**src/rtl/inv_sbox_serial_if.sv**
```systemverilog
// Handshake bundle for the serial InvSubBytes unit: a state goes in on the
// in_* side and the substituted state comes back on the out_* side.
interface inv_sbox_serial_if #(
  parameter int NBYTES = 16
);
  logic                  in_valid;
  logic                  in_ready;
  logic [8*NBYTES-1:0]   in_data;
  logic                  out_valid;
  logic                  out_ready;
  logic [8*NBYTES-1:0]   out_data;

  // Round controller side: offers a state and consumes the result.
  modport master (
    output in_valid, in_data, out_ready,
    input  in_ready, out_valid, out_data
  );

  // Substitution unit side.
  modport slave (
    input  in_valid, in_data, out_ready,
    output in_ready, out_valid, out_data
  );
endinterface

```
**src/rtl/inv_sbox_serial.sv**
```systemverilog
// Serialized AES InvSubBytes. The accepted state is shadowed, each byte is
// pushed through a registered inverse S-box one per cycle, and the LUT output
// is written into the result register one edge later. Byte 0 is the MSB byte.
module inv_sbox_serial #(
  parameter int NBYTES = 16
) (
  input  logic               clk,
  input  logic               rst_n,
  inv_sbox_serial_if.slave   sif,
  output logic               busy_o
);

  localparam int W  = 8 * NBYTES;
  localparam int CW = (NBYTES > 1) ? $clog2(NBYTES) : 1;
  localparam logic [CW-1:0] CNT_LAST = CW'(NBYTES - 1);

  typedef enum logic [1:0] {
    ST_IDLE,
    ST_RUN,
    ST_DONE
  } state_e;

  // Full AES inverse S-box, row = high nibble, column = low nibble.
  localparam logic [7:0] INV_SBOX [256] = '{
    8'h52, 8'h09, 8'h6a, 8'hd5, 8'h30, 8'h36, 8'ha5, 8'h38, 8'hbf, 8'h40, 8'ha3, 8'h9e, 8'h81, 8'hf3, 8'hd7, 8'hfb,
    8'h7c, 8'he3, 8'h39, 8'h82, 8'h9b, 8'h2f, 8'hff, 8'h87, 8'h34, 8'h8e, 8'h43, 8'h44, 8'hc4, 8'hde, 8'he9, 8'hcb,
    8'h54, 8'h7b, 8'h94, 8'h32, 8'ha6, 8'hc2, 8'h23, 8'h3d, 8'hee, 8'h4c, 8'h95, 8'h0b, 8'h42, 8'hfa, 8'hc3, 8'h4e,
    8'h08, 8'h2e, 8'ha1, 8'h66, 8'h28, 8'hd9, 8'h24, 8'hb2, 8'h76, 8'h5b, 8'ha2, 8'h49, 8'h6d, 8'h8b, 8'hd1, 8'h25,
    8'h72, 8'hf8, 8'hf6, 8'h64, 8'h86, 8'h68, 8'h98, 8'h16, 8'hd4, 8'ha4, 8'h5c, 8'hcc, 8'h5d, 8'h65, 8'hb6, 8'h92,
    8'h6c, 8'h70, 8'h48, 8'h50, 8'hfd, 8'hed, 8'hb9, 8'hda, 8'h5e, 8'h15, 8'h46, 8'h57, 8'ha7, 8'h8d, 8'h9d, 8'h84,
    8'h90, 8'hd8, 8'hab, 8'h00, 8'h8c, 8'hbc, 8'hd3, 8'h0a, 8'hf7, 8'he4, 8'h58, 8'h05, 8'hb8, 8'hb3, 8'h45, 8'h06,
    8'hd0, 8'h2c, 8'h1e, 8'h8f, 8'hca, 8'h3f, 8'h0f, 8'h02, 8'hc1, 8'haf, 8'hbd, 8'h03, 8'h01, 8'h13, 8'h8a, 8'h6b,
    8'h3a, 8'h91, 8'h11, 8'h41, 8'h4f, 8'h67, 8'hdc, 8'hea, 8'h97, 8'hf2, 8'hcf, 8'hce, 8'hf0, 8'hb4, 8'he6, 8'h73,
    8'h96, 8'hac, 8'h74, 8'h22, 8'he7, 8'had, 8'h35, 8'h85, 8'he2, 8'hf9, 8'h37, 8'he8, 8'h1c, 8'h75, 8'hdf, 8'h6e,
    8'h47, 8'hf1, 8'h1a, 8'h71, 8'h1d, 8'h29, 8'hc5, 8'h89, 8'h6f, 8'hb7, 8'h62, 8'h0e, 8'haa, 8'h18, 8'hbe, 8'h1b,
    8'hfc, 8'h56, 8'h3e, 8'h4b, 8'hc6, 8'hd2, 8'h79, 8'h20, 8'h9a, 8'hdb, 8'hc0, 8'hfe, 8'h78, 8'hcd, 8'h5a, 8'hf4,
    8'h1f, 8'hdd, 8'ha8, 8'h33, 8'h88, 8'h07, 8'hc7, 8'h31, 8'hb1, 8'h12, 8'h10, 8'h59, 8'h27, 8'h80, 8'hec, 8'h5f,
    8'h60, 8'h51, 8'h7f, 8'ha9, 8'h19, 8'hb5, 8'h4a, 8'h0d, 8'h2d, 8'he5, 8'h7a, 8'h9f, 8'h93, 8'hc9, 8'h9c, 8'hef,
    8'ha0, 8'he0, 8'h3b, 8'h4d, 8'hae, 8'h2a, 8'hf5, 8'hb0, 8'hc8, 8'heb, 8'hbb, 8'h3c, 8'h83, 8'h53, 8'h99, 8'h61,
    8'h17, 8'h2b, 8'h04, 8'h7e, 8'hba, 8'h77, 8'hd6, 8'h26, 8'he1, 8'h69, 8'h14, 8'h63, 8'h55, 8'h21, 8'h0c, 8'h7d
  };

  state_e           state_q,    state_d;
  logic [CW-1:0]    cnt_q,      cnt_d;       // byte currently presented to the LUT
  logic [7:0]       lut_q,      lut_d;       // registered S-box output
  logic             lut_vld_q,  lut_vld_d;   // lut_q holds a byte still to be written
  logic             last_q,     last_d;      // final byte has been sampled into lut_q
  logic [W-1:0]     shadow_q,   shadow_d;
  logic [W-1:0]     out_data_q, out_data_d;

  logic [7:0]       sel_byte;
  logic [CW-1:0]    wr_idx;

  // Handshake outputs decode directly from the registered state.
  assign sif.in_ready  = (state_q == ST_IDLE);
  assign sif.out_valid = (state_q == ST_DONE);
  assign sif.out_data  = out_data_q;
  assign busy_o        = (state_q == ST_RUN) || (state_q == ST_DONE);

  // Byte mux feeding the LUT, and the result slot the LUT register lands in.
  // Once the counter has parked on the last byte the pending write targets it.
  always_comb begin
    sel_byte = 8'h00;
    for (int i = 0; i < NBYTES; i++) begin
      if (cnt_q == CW'(i)) sel_byte = shadow_q[W-1-8*i -: 8];
    end
    wr_idx = last_q ? CNT_LAST : (cnt_q - CW'(1));
  end

  // Next-state and datapath update for the IDLE -> RUN -> DONE sequence.
  // NOTE: every _d gets its hold value first so no path leaves one unassigned
  // and no latch is inferred.
  always_comb begin
    state_d    = state_q;
    cnt_d      = cnt_q;
    lut_d      = lut_q;
    lut_vld_d  = lut_vld_q;
    last_d     = last_q;
    shadow_d   = shadow_q;
    out_data_d = out_data_q;

    unique case (state_q)
      ST_IDLE: begin
        if (sif.in_valid) begin
          shadow_d  = sif.in_data;
          cnt_d     = '0;
          lut_vld_d = 1'b0;
          last_d    = 1'b0;
          state_d   = ST_RUN;
        end
      end

      ST_RUN: begin
        if (lut_vld_q) begin
          for (int i = 0; i < NBYTES; i++) begin
            if (wr_idx == CW'(i)) out_data_d[W-1-8*i -: 8] = lut_q;
          end
        end
        if (!last_q) begin
          lut_d     = INV_SBOX[sel_byte];
          lut_vld_d = 1'b1;
          if (cnt_q == CNT_LAST) last_d = 1'b1;
          else                   cnt_d  = cnt_q + CW'(1);
        end else begin
          // This edge writes the final byte; the result is complete.
          lut_vld_d = 1'b0;
          state_d   = ST_DONE;
        end
      end

      ST_DONE: begin
        if (sif.out_ready) state_d = ST_IDLE;
      end

      default: state_d = ST_IDLE;
    endcase
  end

  // State and datapath registers with synchronous active-low reset.
  // NOTE: state uses non-blocking assignments so every register samples the
  // pre-edge values regardless of statement order.
  // NOTE: the wide shadow and result registers are reset too, so an aborted
  // transaction leaves nothing behind and no X ever reaches out_data.
  always_ff @(posedge clk) begin
    if (!rst_n) begin
      state_q    <= ST_IDLE;
      cnt_q      <= '0;
      lut_q      <= 8'h00;
      lut_vld_q  <= 1'b0;
      last_q     <= 1'b0;
      shadow_q   <= '0;
      out_data_q <= '0;
    end else begin
      state_q    <= state_d;
      cnt_q      <= cnt_d;
      lut_q      <= lut_d;
      lut_vld_q  <= lut_vld_d;
      last_q     <= last_d;
      shadow_q   <= shadow_d;
      out_data_q <= out_data_d;
    end
  end

endmodule

```
**src/flat_wrapper.sv**
```systemverilog
// flat-port wrapper written by rule: the top's interface ports become plain ports
module inv_sbox_serial_flat 
#(
  parameter int NBYTES = 16
)
  (clk, rst_n, busy_o, sif_in_valid, sif_in_data, sif_out_ready, sif_in_ready, sif_out_valid, sif_out_data);
  inv_sbox_serial_if #(.NBYTES(NBYTES)) sif_i ();
  input  logic clk;
  input  logic rst_n;
  output logic busy_o;
  input wire logic [$bits(sif_i.in_valid)-1:0] sif_in_valid;
  input wire logic [$bits(sif_i.in_data)-1:0] sif_in_data;
  input wire logic [$bits(sif_i.out_ready)-1:0] sif_out_ready;
  output wire logic [$bits(sif_i.in_ready)-1:0] sif_in_ready;
  output wire logic [$bits(sif_i.out_valid)-1:0] sif_out_valid;
  output wire logic [$bits(sif_i.out_data)-1:0] sif_out_data;
  assign sif_i.in_valid = sif_in_valid;
  assign sif_i.in_data = sif_in_data;
  assign sif_i.out_ready = sif_out_ready;
  assign sif_in_ready = sif_i.in_ready;
  assign sif_out_valid = sif_i.out_valid;
  assign sif_out_data = sif_i.out_data;
  inv_sbox_serial #(.NBYTES(NBYTES)) u_core (.clk(clk), .rst_n(rst_n), .sif(sif_i), .busy_o(busy_o));
endmodule
```
**config.mk**
```make
export PLATFORM = sky130hd
export DESIGN_NAME = inv_sbox_serial_flat
export DESIGN_NICKNAME = d
export VERILOG_FILES = /design/src/rtl/inv_sbox_serial_if.sv /design/src/rtl/inv_sbox_serial.sv /design/src/flat_wrapper.sv
export SDC_FILE = /design/constraint.sdc
export NUM_CORES = 1
export LEC_CHECK = 0
export CORE_MARGIN = 4
export CORE_UTILIZATION = 40
export CTS_BUF_LIST = sky130_fd_sc_hd__clkbuf_2
export DETAILED_ROUTE_END_ITERATION = 8
export DONT_BUFFER_PORTS = 1
export HOLD_SLACK_MARGIN = 0.03
export REMOVE_ABC_BUFFERS = 1
export SETUP_SLACK_MARGIN = 0.15
export SYNTH_ARGS = -nofsm -noshare
export SYNTH_HDL_FRONTEND = slang
export SYNTH_SLANG_ARGS = --single-unit
```
**constraint.sdc**
```tcl
create_clock -name clk -period 5.6 [get_ports clk]
set_input_delay 1.12 -clock clk [delete_from_list [all_inputs] [get_ports clk]]
set_output_delay 1.12 -clock clk [all_outputs]
set_load 0.02 [all_outputs]
```
==> results.cfg <==
[power]
cellPowerDensity_nw_per_um2 = 333
power.ir.vdd_worst_mv = 0.159
reg_power_share_pct = 40.8
power.clock.fraction_pct = 30.6
sw_ratio_pct = 39.0
p_sw_mw = 2.08
static-leakage-power_nw = 6.45
p_int_mw = 3.26
power.share.combinational_pct = 28.6

[timing]
final_layout_setup_total_negative_slack_ps = 0
slew_at_the_pin_closest_to_its_max_slew_limit_ps = 1110
fmax_ghz = 0.202
clock-skew-final_ps = 114
fin_crit_period_ps = 4950
final_hold_viols = 0
finalMaxSlewViolations = 0
hold_ws_ps = 350
slew-limit-headroom_pct = 25.6
finalCritPeriodShare_pct = 88.4
rsz0062_at_grt = false
setup-violations-final = 0

[floorplan]
starting_density_of_the_core_pct = 40.6
die-area_um2 = 40300
die_w_um = 201
core_area_um2 = 36600
row_count = 70
die-height_um = 201
io_pins = 263

[clocking]
postCtsHoldBufs = 0
ctsResizeCount = 0
cts_tree = done
cts_setup_buffers = 0
cts_num_sinks = 272
clock_latency_ps = 940
cts-htree-levels = 3
path_clk_slew_ps = 140
ctsRootBufferMaster = clkbuf_2
numCtsBuffers = 73
cts.path.max_buffers = 3

[cells_and_area]
area_growth_pct = 8.07
layout.nets = 2065
seqCellArea_um2 = 5450
drive_above_1_share_pct = 12.1
fillerInstances = 3821
combined_area_of_the_multi_input_logic_cells_um2 = 8530
post_layout_nonfiller_instances = 2427

[grt]
grt_pass1_wl_mm = 94.4
grt_start_max_net_pins = 169
grt_overflow = 0
antenna_found_initial = 4
grt_pass1_vias = 14700
gr-usage-all-layers_pct = 30.0

[logic_synthesis]
yosys_register_bits = 272
syn-instance-count = 1932
synth.yosys.warnings = 0
yosysUniqueCellTypes = 86
synth_top_cell_by_area = dfxtp_1
synth_simple_gate_area_share_pct = 21.8
yosys.area_share.adder_pct = 2.36
synth_area_leaders = dfxtp_1 37%, nand2_1 9.6%, mux2i_1 8.8%
synth_compound_gate_area_share_pct = 23.8
syn-mean-instance-area_um2 = 7.70
synthFlopType = dfxtp_1
post_synthesis_share_of_cell_area_spent_on_xor_and_xnor_gates_pct = 0.177
synth_mux_area_share_pct = 8.97
async_reset_ff_share_pct = 0
number_of_enable_type_register_cells_in_the_synthesized_netlist = 0
synth_sequential_area_ratio_pct = 36.6
synth_most_common_cell = nand2_1
synth_area_um2 = 14900
synthDominantCellAreaShare_pct = 36.6
main_combinational_cell_family_by_area_after_synthesis = compound AO/OA/AOI/OAI gates
ys_top_cells_by_count = 382 x nand2_1, 272 x dfxtp_1, 218 x a21oi_1

[drt]
ant_nets = 0
starting_drc_count_in_detailed_routing = 1775
drt_first_pass_iters = 6
post_drt_wl_per_cell_um = 26.1
dr_total_vias = 15200
drt-total-wl_mm = 63.3
route.detailed.drc = 0
vias_per_cell = 6.27

[placed_design]
detailedPlacementHpwl_mm = 45.0
place.detailed.instances = 2298
gp_routability_congestion = 1.02
io_buffer_count = 0

[min_path]
hold_path.class = input pin to flip-flop

[job]
maxCapViolations = 0

[status]
run_status = completed

[worst_setup_path]
cp-start-kind = flip-flop
worstPathRequired_ps = 6330
worstPathArrival_ps = 5680
cp-end-kind = flip-flop
cp_max_fo = 19
timing.setup.critical_path_class = flip-flop to flip-flop
==> final timing paths <==
kind                       startpoint                   to  slack [ps]  cells after the start
setup / recovery      u_core.cnt_q[0]      u_core.lut_q[3]         650                     16
hold / removal                  rst_n      u_core.lut_q[1]         350                      2
setup reg to reg      u_core.cnt_q[0]      u_core.lut_q[3]         650                     16
hold reg to reg   u_core.shadow_q[89]  u_core.shadow_q[89]         460                      2
==> logic make-up (layout without fill, tap and decap cells) <==
kind of cell	Yosys count	in the layout
muxes	133	133
and+or+nand+nor	748	748
other	0	1
DFF	272	272
xor gates and xnor gates	3	3
adders and majority gates	28	28
buffers and inverters	207	233
AOI/OAI and AO/OA	541	541
==> state kept, by name, indices dropped and copies added (netlist names) <==
signal / count
u_core.shadow_q: 128
u_core.sif.out_data: 128
u_core.lut_q: 8
u_core.cnt_q: 4
u_core.state_q: 2
u_core.last_q: 1
u_core.lut_vld_q: 1
==> worst max-delay path: stages, from the launching register on <==
cell      delay [ps]
dfxtp_1          530
inv_1            150
ha_1             500
buf_4            300
nor3b_1          140
o311ai_0         300
o21ai_0          140
a211o_1          390
buf_4            230
ha_1             290
buf_4            220
o21ai_1          560
a32oi_1          210
nand2_1          110
o311ai_0         130
a21oi_1          470
nor3_1           120
==> power by group through the flow <==
stage          clock, mW  combinational (mW)  sequential [mW]
4_1_cts             1.68                1.48             2.18
3_3_place_gp           0                1.52             2.22
5_1_grt             1.79                1.62             2.19
2_1_floorplan          0               0.896             2.15
3_5_place_dp           0                1.47             2.22
6_report            1.64                1.53             2.18
==> per-layer routing <==
metal | routed length [um] | vias to the layer above | track usage, % | share of wire (%)
li1 | - | 6820 | - | -
met1 | 26100 | 7367 | 38.9 | 41
met2 | 28100 | 815 | 46.3 | 44
met3 | 5780 | 208 | 7.67 | 9.1
met4 | 3230 | 4 | 15.3 | 5.1
met5 | 29 | - | 0 | 0.046
==> cell type report <==
type                    instances  share of cell area, %
multi-input cells            1453                   53.1
inverters                      32                  0.794
repair buffers                 73                   3.72
flip-flops and latches        272                   33.9
diodes                          1                 0.0156
well taps                     468                   3.64
clock buffers                 100                   3.11
clock inverters                28                   1.75
==> cells in the final DEF (no fill, tap or decap), types with 6 or more instances in the layout <==
cell type / synthesis / final
nand2_1: 382 / 381
dfxtp_1: 272 / 272
a21oi_1: 218 / 218
nor2_1: 197 / 197
mux2i_1: 131 / 131
clkbuf_2: 0 / 100
o21ai_0: 73 / 73
buf_4: 17 / 69
nand3_1: 38 / 38
o211ai_1: 27 / 27
a211oi_1: 26 / 26
inv_1: 26 / 25
ha_1: 28 / 25
nor2b_1: 20 / 20
nand3b_1: 20 / 20
a31oi_1: 20 / 20
nor3_1: 18 / 18
clkinv_1: 3 / 17
nand2b_1: 16 / 16
o22ai_1: 13 / 13
a221oi_1: 11 / 11
a211o_1: 10 / 10
o2111ai_1: 10 / 10
a311oi_1: 10 / 10
nor4_1: 9 / 9
o221ai_1: 9 / 9
nor3b_1: 8 / 8
a32oi_1: 8 / 8
o311ai_0: 7 / 7
a22oi_1: 7 / 7
o31ai_1: 7 / 7
a2111oi_0: 6 / 6
o21ai_1: 7 / 6
nand4_1: 6 / 6
bufinv_16: 0 / 6
==> through the flow <==
stage	setup WS [ps]	utilization, %	instance area (um^2)	power, mW
finish	647	43.9	16100	5.35
global placement	827	41.7	15300	3.74
CTS	802	43.9	16100	5.34
global route	400	43.9	16100	5.60
detailed placement	825	41.7	15300	3.69
floorplan	295	-	14100	3.05
Power figures use the tool's default switching activity.
